[src/rtl/sweep_pkg.sv]
// Shared types and constants for the sweep capture block.
// The optional per-point peak field exists only when SWEEP_CAPTURE_PEAK_EN is defined.
package sweep_pkg;

  localparam int DAC_W   = 12;
  localparam int SUM_W   = 24;
  localparam int COUNT_W = 13;

  localparam logic [SUM_W-1:0]   SUM_MAX   = '1;
  localparam logic [COUNT_W-1:0] COUNT_MAX = '1;

  typedef enum logic [1:0] {
    IDLE  = 2'd0,
    WAIT  = 2'd1,
    ACCUM = 2'd2
  } state_t;

  // One record per sweep point, as stored in the FIFO and presented at the head.
  typedef struct packed {
    logic [DAC_W-1:0]   index;
    logic [SUM_W-1:0]   sum;
    logic [COUNT_W-1:0] count;
`ifdef SWEEP_CAPTURE_PEAK_EN
    logic [DAC_W-1:0]   peak;
`endif
  } record_t;

  // Add a sample to the running sum, clamping at the all-ones value.
  function automatic logic [SUM_W-1:0] sum_sat_add(input logic [SUM_W-1:0] sum,
                                                   input logic [DAC_W-1:0] sample);
    logic [SUM_W:0] wide;
    wide = {1'b0, sum} + (SUM_W+1)'(sample);
    return wide[SUM_W] ? SUM_MAX : wide[SUM_W-1:0];
  endfunction

  // Increment the sample count, holding at the all-ones value.
  function automatic logic [COUNT_W-1:0] count_sat_inc(input logic [COUNT_W-1:0] count);
    return (count == COUNT_MAX) ? COUNT_MAX : count + COUNT_W'(1);
  endfunction

endpackage

[src/rtl/sweep_capture_fifo.sv]
// Single-clock record FIFO for sweep_capture.
// Registered write, registered full/empty flags, head read straight from storage.
// A write while full is accepted only if a read happens in the same cycle.
module sweep_capture_fifo
  import sweep_pkg::*;
#(
  parameter int DEPTH = 4
) (
  input  logic    i_stepCLK,
  input  logic    i_reset,
  input  logic    wr_en,
  input  record_t wr_data,
  input  logic    rd_en,
  output record_t head,
  output logic    full,
  output logic    empty
);

  localparam int AW = (DEPTH > 1) ? $clog2(DEPTH) : 1;

  record_t        mem [DEPTH];
  logic [AW-1:0]  wr_ptr;
  logic [AW-1:0]  rd_ptr;
  logic [AW:0]    used;
  logic [AW:0]    used_nxt;
  logic           do_wr;
  logic           do_rd;

  assign do_rd = rd_en && !empty;
  assign do_wr = wr_en && (!full || do_rd);
  assign head  = mem[rd_ptr];

  // Occupancy after this cycle's read and write.
  always_comb begin
    used_nxt = used;
    if (do_wr && !do_rd) begin
      used_nxt = used + (AW+1)'(1);
    end else if (do_rd && !do_wr) begin
      used_nxt = used - (AW+1)'(1);
    end
  end

  // Storage write; contents need no reset since empty masks them.
  always_ff @(posedge i_stepCLK) begin
    if (do_wr) begin
      mem[wr_ptr] <= wr_data;
    end
  end

  // Pointers, occupancy and registered flags.
  always_ff @(posedge i_stepCLK) begin
    if (i_reset) begin
      wr_ptr <= '0;
      rd_ptr <= '0;
      used   <= '0;
      empty  <= 1'b1;
      full   <= 1'b0;
    end else begin
      if (do_wr) wr_ptr <= wr_ptr + AW'(1);
      if (do_rd) rd_ptr <= rd_ptr + AW'(1);
      used  <= used_nxt;
      empty <= (used_nxt == '0);
      full  <= (used_nxt == (AW+1)'(DEPTH));
    end
  end

endmodule

[src/rtl/sweep_capture.sv]
// sweep_capture: per-point ADC accumulation for a DAC sweep, one record per point
// queued into a small FIFO for readout.
// Optional feature macro: SWEEP_CAPTURE_PEAK_EN (per-point maximum on o_peak).
//
// Output handshake: o_valid is high whenever the FIFO holds a record and the head
// fields are meaningful only then; the head record is consumed on any cycle where
// o_valid and i_ready are both high, and the head holds steady otherwise.
module sweep_capture
  import sweep_pkg::*;
#(
  parameter int DEPTH = 4
) (
  input  logic                i_stepCLK,
  input  logic                i_reset,
  input  logic                i_arm,
  input  logic [DAC_W-1:0]    i_steps,
  input  logic                i_stepping,
  input  logic [DAC_W-1:0]    i_sample,
  input  logic                i_sample_valid,
  output logic                o_valid,
  input  logic                i_ready,
  output logic [DAC_W-1:0]    o_index,
  output logic [SUM_W-1:0]    o_sum,
  output logic [COUNT_W-1:0]  o_count,
  output logic [DAC_W-1:0]    o_peak,
  output logic                o_busy,
  output logic                o_overflow,
  output state_t              dbg_state
);

  state_t               state_q;
  state_t               state_d;
  logic [DAC_W-1:0]     idx_q;
  logic [DAC_W-1:0]     last_idx_q;
  logic [SUM_W-1:0]     sum_q;
  logic [COUNT_W-1:0]   count_q;
  logic                 overflow_q;
`ifdef SWEEP_CAPTURE_PEAK_EN
  logic [DAC_W-1:0]     peak_q;
`endif

  logic     start_point;   // boundary pulse opens a point (seed accumulator)
  logic     close_point;   // boundary pulse closes the open point (push record)
  logic     accumulate;    // in-point valid sample
  logic     last_point;
  logic     pop;
  logic     fifo_full;
  logic     fifo_empty;
  record_t  rec_in;
  record_t  head;

  assign last_point = (idx_q == last_idx_q);
  assign pop        = o_valid && i_ready;

  // FSM state register.
  always_ff @(posedge i_stepCLK) begin
    if (i_reset) begin
      state_q <= IDLE;
    end else begin
      state_q <= state_d;
    end
  end

  // FSM next state: arm restarts from any state and wins over stepping.
  always_comb begin
    state_d = state_q;
    if (i_arm) begin
      state_d = WAIT;
    end else begin
      case (state_q)
        IDLE:    state_d = IDLE;
        WAIT:    if (i_stepping) state_d = ACCUM;
        ACCUM:   if (i_stepping && last_point) state_d = IDLE;
        default: state_d = IDLE;
      endcase
    end
  end

  // FSM outputs: datapath strobes and busy.
  always_comb begin
    start_point = 1'b0;
    close_point = 1'b0;
    accumulate  = 1'b0;
    o_busy      = (state_q != IDLE);
    if (!i_arm) begin
      case (state_q)
        WAIT: begin
          start_point = i_stepping;
        end
        ACCUM: begin
          close_point = i_stepping;
          start_point = i_stepping && !last_point;
          accumulate  = !i_stepping && i_sample_valid;
        end
        default: begin
        end
      endcase
    end
  end

  // Index, frame length and overflow bookkeeping.
  always_ff @(posedge i_stepCLK) begin
    if (i_reset) begin
      idx_q      <= '0;
      last_idx_q <= '0;
      overflow_q <= 1'b0;
    end else if (i_arm) begin
      idx_q      <= '0;
      last_idx_q <= i_steps;
      overflow_q <= 1'b0;
    end else if (close_point) begin
      // The index advances even when the record is dropped, leaving a visible gap.
      idx_q <= idx_q + DAC_W'(1);
      if (fifo_full && !pop) begin
        overflow_q <= 1'b1;
      end
    end
  end

  // Sum and count accumulator; the boundary sample seeds the new point.
  always_ff @(posedge i_stepCLK) begin
    if (i_reset || i_arm) begin
      sum_q   <= '0;
      count_q <= '0;
    end else if (start_point) begin
      sum_q   <= i_sample_valid ? SUM_W'(i_sample) : '0;
      count_q <= i_sample_valid ? COUNT_W'(1) : '0;
    end else if (accumulate) begin
      sum_q   <= sum_sat_add(sum_q, i_sample);
      count_q <= count_sat_inc(count_q);
    end
  end

`ifdef SWEEP_CAPTURE_PEAK_EN
  // Per-point maximum, restarted and seeded alongside the accumulator.
  always_ff @(posedge i_stepCLK) begin
    if (i_reset || i_arm) begin
      peak_q <= '0;
    end else if (start_point) begin
      peak_q <= i_sample_valid ? i_sample : '0;
    end else if (accumulate && (i_sample > peak_q)) begin
      peak_q <= i_sample;
    end
  end
`endif

  // Record assembled from the point being closed.
  always_comb begin
    rec_in       = '0;
    rec_in.index = idx_q;
    rec_in.sum   = sum_q;
    rec_in.count = count_q;
`ifdef SWEEP_CAPTURE_PEAK_EN
    rec_in.peak  = peak_q;
`endif
  end

  sweep_capture_fifo #(
    .DEPTH (DEPTH)
  ) u_fifo (
    .i_stepCLK (i_stepCLK),
    .i_reset   (i_reset),
    .wr_en     (close_point),
    .wr_data   (rec_in),
    .rd_en     (pop),
    .head      (head),
    .full      (fifo_full),
    .empty     (fifo_empty)
  );

  assign o_valid    = !fifo_empty;
  assign o_overflow = overflow_q;
  assign dbg_state  = state_q;

  // Head fields read as zero whenever nothing is queued.
  assign o_index = fifo_empty ? '0 : head.index;
  assign o_sum   = fifo_empty ? '0 : head.sum;
  assign o_count = fifo_empty ? '0 : head.count;
`ifdef SWEEP_CAPTURE_PEAK_EN
  assign o_peak  = fifo_empty ? '0 : head.peak;
`else
  assign o_peak  = '0;
`endif

endmodule

[config.mk]
export PLATFORM = sky130hd
export DESIGN_NAME = sweep_capture
export DESIGN_NICKNAME = d
export VERILOG_FILES = /design/src/rtl/sweep_pkg.sv /design/src/rtl/sweep_capture_fifo.sv /design/src/rtl/sweep_capture.sv
export SDC_FILE = /design/constraint.sdc
export NUM_CORES = 1
export LEC_CHECK = 0
export CAP_MARGIN = 20
export CORE_MARGIN = 2
export CORE_UTILIZATION = 40
export CTS_CLUSTER_SIZE = 24
export DETAILED_ROUTE_END_ITERATION = 8
export SLEW_MARGIN = 20
export SYNTH_ARGS = -nofsm -noshare
export SYNTH_HDL_FRONTEND = slang
export SYNTH_SLANG_ARGS = --single-unit
[constraint.sdc]
create_clock -name i_stepCLK -period 7.04 [get_ports i_stepCLK]
set_input_delay 1.408 -clock i_stepCLK [delete_from_list [all_inputs] [get_ports i_stepCLK]]
set_output_delay 1.408 -clock i_stepCLK [all_outputs]
set_load 0.02 [all_outputs]
# == Yosys cells after proc, flatten, opt, wreduce, memory -nomap -nowiden ==
# Memories as Yosys holds them, arrays and structs flattened. A register that Yosys moved wholly into a read port is not among the register bits.
# Index checks and enable logic that the tools add are counted.
# Widths: inputs -> output; s select.
# totals
register_bits,73
mem_bits_rw,196
in_bits,30
output_inout_bits,66
elab_cells,81
mem_count,1
# classes
n_addsub,7
eq_ne,9
muxes,27
n_reduce_logical,25
# memory_table
name,words,word_bits,rd,rd_clocked_by_memory_dff,wr,line_no,rtl
u_fifo.mem,4,49,1,1,1,sweep_capture_fifo.sv:21,record_t mem [DEPTH];
# ops
operator,count
$mux 24,4
$mux 13,4
$add 24x12->25,1
$mux 12,2
$add 13x1->13 const B,1
$eq 13x13->1 const B,1
$add 12x1->12 const B,1
$eq 12x12->1,1
$logic_and 1x1->1,9
$mux 1,9
$mux 2,4
$logic_not 1->1,7
$mux 3,2
$ne 3x3->1 const B,2
$reduce_and 2->1,3
$add 2x1->2 const B,2
$ne 2x2->1 const B,2
$pmux 2 s2,1
$reduce_bool 2->1,2
$add 3x1->3 const B,1
$eq 3x3->1 const B,1
$logic_not 3->1,1
$sub 3x1->3 const B,1
$eq 2x1->1 const B,1
4 further kinds,5

# == Depth between registers and ports, before layout ==
# Gate-level depths: netlist of run 1.
# depth
ltp_word,10
depth_mapped,10

# == Cells and area by module ==
# Synthesis of run 1 repeated with hierarchy kept, for this count alone.
# unflattened
hier_cells,850
hier_area_um2,11933.9
# modules_own_cells
mod,instances,cells_per_inst,area_each_um2,seq_area_each_um2
sweep_capture_fifo,1,313,7629.8,6105.9
sweep_capture,1,537,4304.1,1281.2

# == Worst setup path before layout of run 1 ==
# OpenSTA, ideal clock, no wires.
# synth_timing
path_kind,input to register
start,input port i_stepping
end,memory u_fifo.mem[0][0] in the netlist's numbering (enable)
setup_time_ns,0.412
arrival_ns,3.343
t_required_ns,6.628
setup_slack_ns,3.286
stages,4
n_path_buf,0
path_cell_list,nand2_1 -> or2_2 -> a21oi_1 -> and2_1
# synth_via
elab_chain_len,5
# synth_rtl
element,line_no,rtl
start: declaration,sweep_capture.sv:17,"input logic i_stepping,"
$mux 1,sweep_capture.sv:86,case (state_q)
$mux 1,sweep_capture.sv:85,if (!i_arm) begin
$logic_and 1x1->1,sweep_capture_fifo.sv:30,assign do_wr = wr_en && (!full || do_rd);
$mux 1,sweep_capture_fifo.sv:45,if (do_wr) begin
$mux 1 (not written as such),sweep_capture_fifo.sv:46,mem[wr_ptr] <= wr_data;
end: declaration,sweep_capture_fifo.sv:21,
# Every way passes these cells.

==> qor.txt, run 1 <==
IO Pins - 96
nets - 998
XOR/XNOR Fraction of Synth Area - 2.51%
Hold Violations, Final - 0
Clk pwr share - 41.6%
first-pass GRT wire length - 39500 um
post_cts resized - 0
Worst path depth - 4
worst vdd rail ir drop - 0.166 mV
grt ovf - 0
worst-path fanout max - 28
post-route clock period utilization - 64.9%
Setup crit end - o_sum[4]
area occupied by multi-input gates - 4190 sq um
Mean Syn Cell Area - 13.8 sq um
unrepaired setup endpoints after global routing - no
vias - 7187
async set-or-reset flop fraction in the synthesized netlist - 0%
finished layout cell area - 14000 sq um
Core ar. - 29400 sq um
Max Transition Viols Final - 0
CTS Sinks - 271
delay-heaviest family, CP - buffers and inverters
status - finished clean
share of cells above drive strength 1 - 13.1%
Final Setup Violations - 0
crit path time final - 4570 ps
sequential power share - 47.7%
commonest cells after routing, fill and taps aside - edfxtp_1 (196), clkdlybuf4s50_1 (83), dfxtp_1 (73)
Die Y - 176 um
Yosys top cell by area - edfxtp_1
Netlist Area Pre-Place - 11900 sq um
Syn Inst Count - 858
P_sw - 807 uW
die area - 31000 sq um
H-tree level count - 1
fmax - 219 MHz
normalized max-slew margin - 34.4%
R2R Path Start - u_fifo.empty$_SDFF_PP1_
Critical Path Slowest Stage Cell - dfxtp_4
compound-cell area share of the yosys netlist - 9.04%
share of the synthesized area in the top cell type - 49.6%
1st-iter DRT viols - 652
Worst-Margin Slew - 982 ps
FF-to-FF End - u_fifo.mem[2][34]$_DFFE_PP_
Routed WL - 25100 um
critical path type - flip-flop to output port
Area Growth Syn to Fin - 18.4%
IO buf count - 83
clk slew on worst S/H paths - 60 ps
floorplan row count - 63
Avg WL per Cell - 18.5 um
Internal - 2.84 mW
mux cell area share after synthesis - 10.9%
n_diodes - 0
Yosys reg bits - 271
clock buffers created by TritonCTS - 28
Fillers - 2543
drt pass-1 iters - 4
Unique masters post-synth - 60
Critical Path Max Stage Delay - 660 ps
DR vias/cell - 5.30
CTS Root Cell - clkbuf_16
critical path data required time - 5630 ps
Max-cap violations - 0
number of hold buffers added after CTS - 0
CP arrival - 3160 ps
EDFF count, synth - 196
Comb pwr share - 10.6%
vias in the first global route - 6965
R2R depth - 6
cells along the critical path - buf_4, mux4_2, and2_1, clkdlybuf4s50_1
setup_tns - 0 ps
Pwr Density - 259 nW/um^2
RePlAce Congestion - 0.847
leakage power - 4.70 nW
largest net degree at the start of global routing - 50
Net Sw Frac - 22.2%
synth warn - 0
GRT Total Usage - 16.3%
CTS tree - done
# DRC - 0
FF-to-FF setup slack - 3640 ps
Post-Synth Simple-Gate Area - 9.78%
sequential standard cell area - 7390 sq um
post-CTS setup buffers - 0
Final ANT Viol Nets - 0
adder-cell share of the synthesized area - 2.60%
largest family of logic cells by synthesized area - multiplexers
dpl hpwl - 16300 um
Hold Path Class - flip-flop to flip-flop
CTS max path bufs - 3
die extent in x - 176 um
most common cell after layout, fill and taps aside - edfxtp_1
CP Launch Type - flip-flop
worst skew pair latency - 530 ps
Initial Util - 40.3%
Design Power - 3.64 mW
Synth Flop Type - edfxtp_1
Worst setup EP type - output port
Post-DP Area - 13100 sq um
Min Hold Slack - 513 ps
dominant cells by area after synthesis - edfxtp_1 (50%), dfxtp_1 (13%), mux4_2 (9.3%)
utilization after layout - 47.8%
worst path bufs/invs - 2
initial antenna violation count - 0
register area share after synthesis - 62.3%
Clock Skew - 9.59 ps
-- routing by layer --
metal  global-route usage, %  wire [um]
met1                    22.9      11500
met2                    26.7      11700
met3                    2.43       1270
met4                    4.34        565
met5                       0          0
-- cells in the mapped netlist (2+ instances only) --
library cell / n
edfxtp_1: 196
dfxtp_1: 75
nor2_1: 70
and2_1: 57
mux4_2: 49
a21oi_1: 45
o21ai_0: 35
nand2_1: 34
xnor2_1: 25
inv_1: 24
ha_1: 23
clkbuf_1: 22
mux2i_1: 19
o211ai_1: 15
buf_4: 13
nor2b_1: 11
a21o_1: 10
and3_1: 10
nand3_1: 10
nor3_1: 9
xor2_1: 9
a31oi_1: 8
buf_2: 8
nand4_1: 8
a211oi_1: 5
a22oi_1: 5
a2111oi_2: 4
a22o_1: 4
buf_1: 4
nand2b_1: 4
or3_1: 4
a21boi_0: 3
o21a_1: 3
o21ai_1: 3
o221ai_1: 3
or2_2: 3
and4_1: 2
nor3b_1: 2
o2bb2ai_1: 2
o31ai_1: 2
-- power groups by stage --
| stage | combinational, mW | clock (mW) | sequential [mW] |
|---|---|---|---|
| final | 0.387 | 1.52 | 1.74 |
| after global routing | 0.421 | 1.61 | 1.74 |
| after CTS | 0.398 | 1.55 | 1.74 |
| after detailed placement | 0.397 | 0 | 1.78 |
| after global placement | 0.396 | 0 | 1.77 |
| after floorplan | 0.291 | 0 | 1.75 |
-- tightest hold or removal path, delay by kind of cell (launching register included) --
family	cells	cell delay [ps]
compound gates	1	50
flops	1	360
simple gates	1	70
-- worst min-delay path by stage --
stage                                  startpoint                       endpoint  slack [ps]  cells past startpoint
finish                    o_overflow$_SDFFE_PP0P_        o_overflow$_SDFFE_PP0P_         510                      2
global route        u_fifo.rd_ptr[1]$_SDFFE_PP0P_  u_fifo.rd_ptr[1]$_SDFFE_PP0P_         550                      2
CTS                    last_idx_q[0]$_SDFFE_PP0P_     last_idx_q[0]$_SDFFE_PP0P_         520                      2
detailed placement     last_idx_q[0]$_SDFFE_PP0P_     last_idx_q[0]$_SDFFE_PP0P_         510                      2
global placement       last_idx_q[0]$_SDFFE_PP0P_     last_idx_q[0]$_SDFFE_PP0P_         500                      2
floorplan                count_q[12]$_SDFFE_PP0P_    u_fifo.mem[0][12]$_DFFE_PP_         480                      0
-- through the flow --
step	std cells	setup slack, ps
4_1_cts	1356	2360
2_1_floorplan	869	3290
5_1_grt	1356	2260
3_3_place_gp	1304	2640
6_report	1356	2470
3_5_place_dp	1304	2590
-- flip-flops by register name, summed over array words and instances, names as in the netlist, named ones only --
register / flops
u_fifo.mem: 196
u_fifo.empty: 1
count_q: 13
idx_q: 12
u_fifo.full: 1
u_fifo.wr_ptr: 2
u_fifo.rd_ptr: 2
last_idx_q: 12
sum_q: 24
o_overflow: 1
u_fifo.used: 3
dbg_state: 2
-- final cells by class --
cell class,instances,share of cell area (%)
clock inverters,15,1.09
repair buffers,93,6.45
inverters,25,0.668
well taps,390,3.48
clock buffers,37,5.82
flip-flops and latches,271,52.6
multi-input cells,525,29.9
-- cell families after synthesis --
kind of cell             after synthesis
multiplexers                          68
AND/OR/NAND/NOR                      228
other                                  1
XOR/XNOR                              34
adder cells (fa/ha/maj)               24
AO/OA/AOI/OAI                        159
flip-flops                           271
buffers and inverters                 73
Note: power is estimated with default switching activity, not from simulation.
==> run 2: changes to the inputs <==
==> constraint.sdc (replaced) <==
create_clock -name i_stepCLK -period 3.9 [get_ports i_stepCLK]
set_input_delay 0.78 -clock i_stepCLK [delete_from_list [all_inputs] [get_ports i_stepCLK]]
set_output_delay 0.78 -clock i_stepCLK [all_outputs]
set_load 0.02 [all_outputs]
==> qor.txt, run 2 (synthesis results as in run 1) <==
Fillers - 2561 (+0.71%)
largest net degree at the start of global routing - 47 (-6.0%)
P_sw - 1.49 mW (+84%)
Comb pwr share - 10.7% (about the same)
# DRC - 0 (unchanged)
Final Setup Violations - 0 (unchanged)
Final ANT Viol Nets - 0 (unchanged)
number of hold buffers added after CTS - 0 (unchanged)
worst-path fanout max - 24 (-14%)
Initial Util - 40.3% (unchanged)
Area Growth Syn to Fin - 20.2%
n_diodes - 0 (unchanged)
normalized max-slew margin - 42.5% (+8.1 points)
1st-iter DRT viols - 442 (-32%)
crit path time final - 3560 ps
worst path bufs/invs - 2 (unchanged)
CTS Sinks - 271 (unchanged)
Critical Path Slowest Stage Cell - dfxtp_4
Routed WL - 25900 um (+3.2%)
setup_tns - 0 ps (unchanged)
DR vias/cell - 5.27 (-0.48%)
Net Sw Frac - 22.3% (+0.12 points)
cells along the critical path - buf_12, mux4_2, and2_1, clkdlybuf4s50_1
initial antenna violation count - 0 (unchanged)
die extent in x - 176 um (unchanged)
Worst setup EP type - output port
dpl hpwl - 16900 um (+3.7%)
grt ovf - 0 (unchanged)
Internal - 5.19 mW (+83%)
biggest regs - u_fifo.mem (196), sum_q (24), count_q (13)
worst vdd rail ir drop - 0.257 mV (+54%)
delay-heaviest family, CP - buffers and inverters
GRT Total Usage - 16.9% (+0.59 points)
CTS tree - done
die area - 31000 sq um (unchanged)
Design Power - 6.68 mW (+83%)
R2R Path Start - sum_q[0]$_SDFFE_PP0P_
utilization after layout - 48.5% (+0.70 points)
CP Launch Type - flip-flop
Post-DP Area - 13300 sq um (+1.4%)
post_cts resized - 0 (unchanged)
status - finished clean
vias in the first global route - 7098 (+1.9%)
Die Y - 176 um (unchanged)
vias - 7216 (+0.40%)
Max Transition Viols Final - 0 (unchanged)
Core ar. - 29400 sq um (unchanged)
RePlAce Congestion - 0.837 (-1.1%)
IO Pins - 96 (unchanged)
Biggest register - u_fifo.mem
Clk pwr share - 42.2% (+0.6 points)
first-pass GRT wire length - 41200 um (+4.3%)
Hold Path Class - flip-flop to flip-flop
Hold Startpoint - last_idx_q[1]$_SDFFE_PP0P_
Pwr Density - 469 nW/um^2 (+81%)
sequential standard cell area - 7390 sq um (unchanged)
worst skew pair latency - 550 ps (+20 ps)
drt pass-1 iters - 5 (+1)
max reg flops - 196 (unchanged)
post-route clock period utilization - 91.3%
CTS max path bufs - 3 (unchanged)
CP arrival - 2780 ps (-380 ps)
critical path type - flip-flop to output port
Worst-Margin Slew - 863 ps (-119 ps)
finished layout cell area - 14200 sq um (+1.5%)
commonest cells after routing, fill and taps aside - edfxtp_1 (196), clkdlybuf4s50_1 (83), dfxtp_1 (73)
nets - 1009 (+1.1%)
unrepaired setup endpoints after global routing - no
Max-cap violations - 0 (unchanged)
clock buffers created by TritonCTS - 29 (+3.6%)
clk slew on worst S/H paths - 60 ps (about the same)
Critical Path Max Stage Delay - 700 ps (+40 ps)
post-CTS setup buffers - 0 (unchanged)
IO buf count - 83 (unchanged)
fmax - 281 MHz
critical path data required time - 3120 ps (-2510 ps)
Avg WL per Cell - 19.0 um (+2.3%)
floorplan row count - 63 (unchanged)
Hold Violations, Final - 0 (unchanged)
most common cell after layout, fill and taps aside - edfxtp_1
CTS Root Cell - clkbuf_16
share of cells above drive strength 1 - 13.9% (+0.76 points)
area occupied by multi-input gates - 4190 sq um (unchanged)
H-tree level count - 1 (unchanged)
leakage power - 4.72 nW (+0.43%)
sequential power share - 47.1% (-0.6 points)
Clock Skew - 8.72 ps (-0.873 ps)
==> run 2: cell count changes in the layout (fill, tap and decap cells not counted), sizes merged <==
cell      delta
clkinvlp     +2
bufinv       +2
clkbuf       +1
buf         +10
clkinv       -3
==> run 2: final timing paths <==
path | to | slack, ps | cells after the start
max | o_count[11] | 340 | 4
min | last_idx_q[1]$_SDFFE_PP0P_ | 510 | 2
max reg2reg | sum_q[9]$_SDFFE_PP0P_ | 1210 | 9
min reg2reg | last_idx_q[1]$_SDFFE_PP0P_ | 510 | 2
==> run 2: worst min-delay path, cell delays in order (launching register included) <==
cell and delay (ps):
dfxtp_1 340, mux2i_1 70, nor2_1 70
==> run 2: cell type report <==
class | instances | share of cell area, %
Inverter | 25 | 0.659
Sequential cell | 271 | 51.9
Tap cell | 390 | 3.42
Timing Repair Buffer | 103 | 7.68
Multi-Input combinational cell | 525 | 29.4
Clock buffer | 38 | 5.40
Clock inverter | 16 | 1.53
==> run 2: power by group through the flow <==
| stage | clock [mW] | combinational [mW] | sequential (mW) |
|---|---|---|---|
| after floorplan | 0 | 0.521 | 3.16 |
| after global placement | 0 | 0.730 | 3.21 |
| after detailed placement | 0 | 0.732 | 3.21 |
| after CTS | 2.89 | 0.735 | 3.15 |
| after global routing | 3.00 | 0.781 | 3.16 |
| final | 2.82 | 0.715 | 3.15 |
==> run 2: metal layers <==
metal / global-route usage [%] / up-vias / wire, um
met5: 0 / - / 0
met4: 4.17 / 0 / 412
met3: 2.20 / 30 / 1280
met2: 26.6 / 169 / 12000
met1: 25.0 / 3610 / 12200
li1: - / 3407 / -
==> run 2: stage by stage <==
stage / setup WS, ps / cells / hold slack (ps)
after floorplan: 726 / 869 / 475
after global placement: 537 / 1314 / 500
after detailed placement: 469 / 1314 / 509
after CTS: 241 / 1368 / 524
after global routing: 138 / 1368 / 549
final: 338 / 1368 / 513
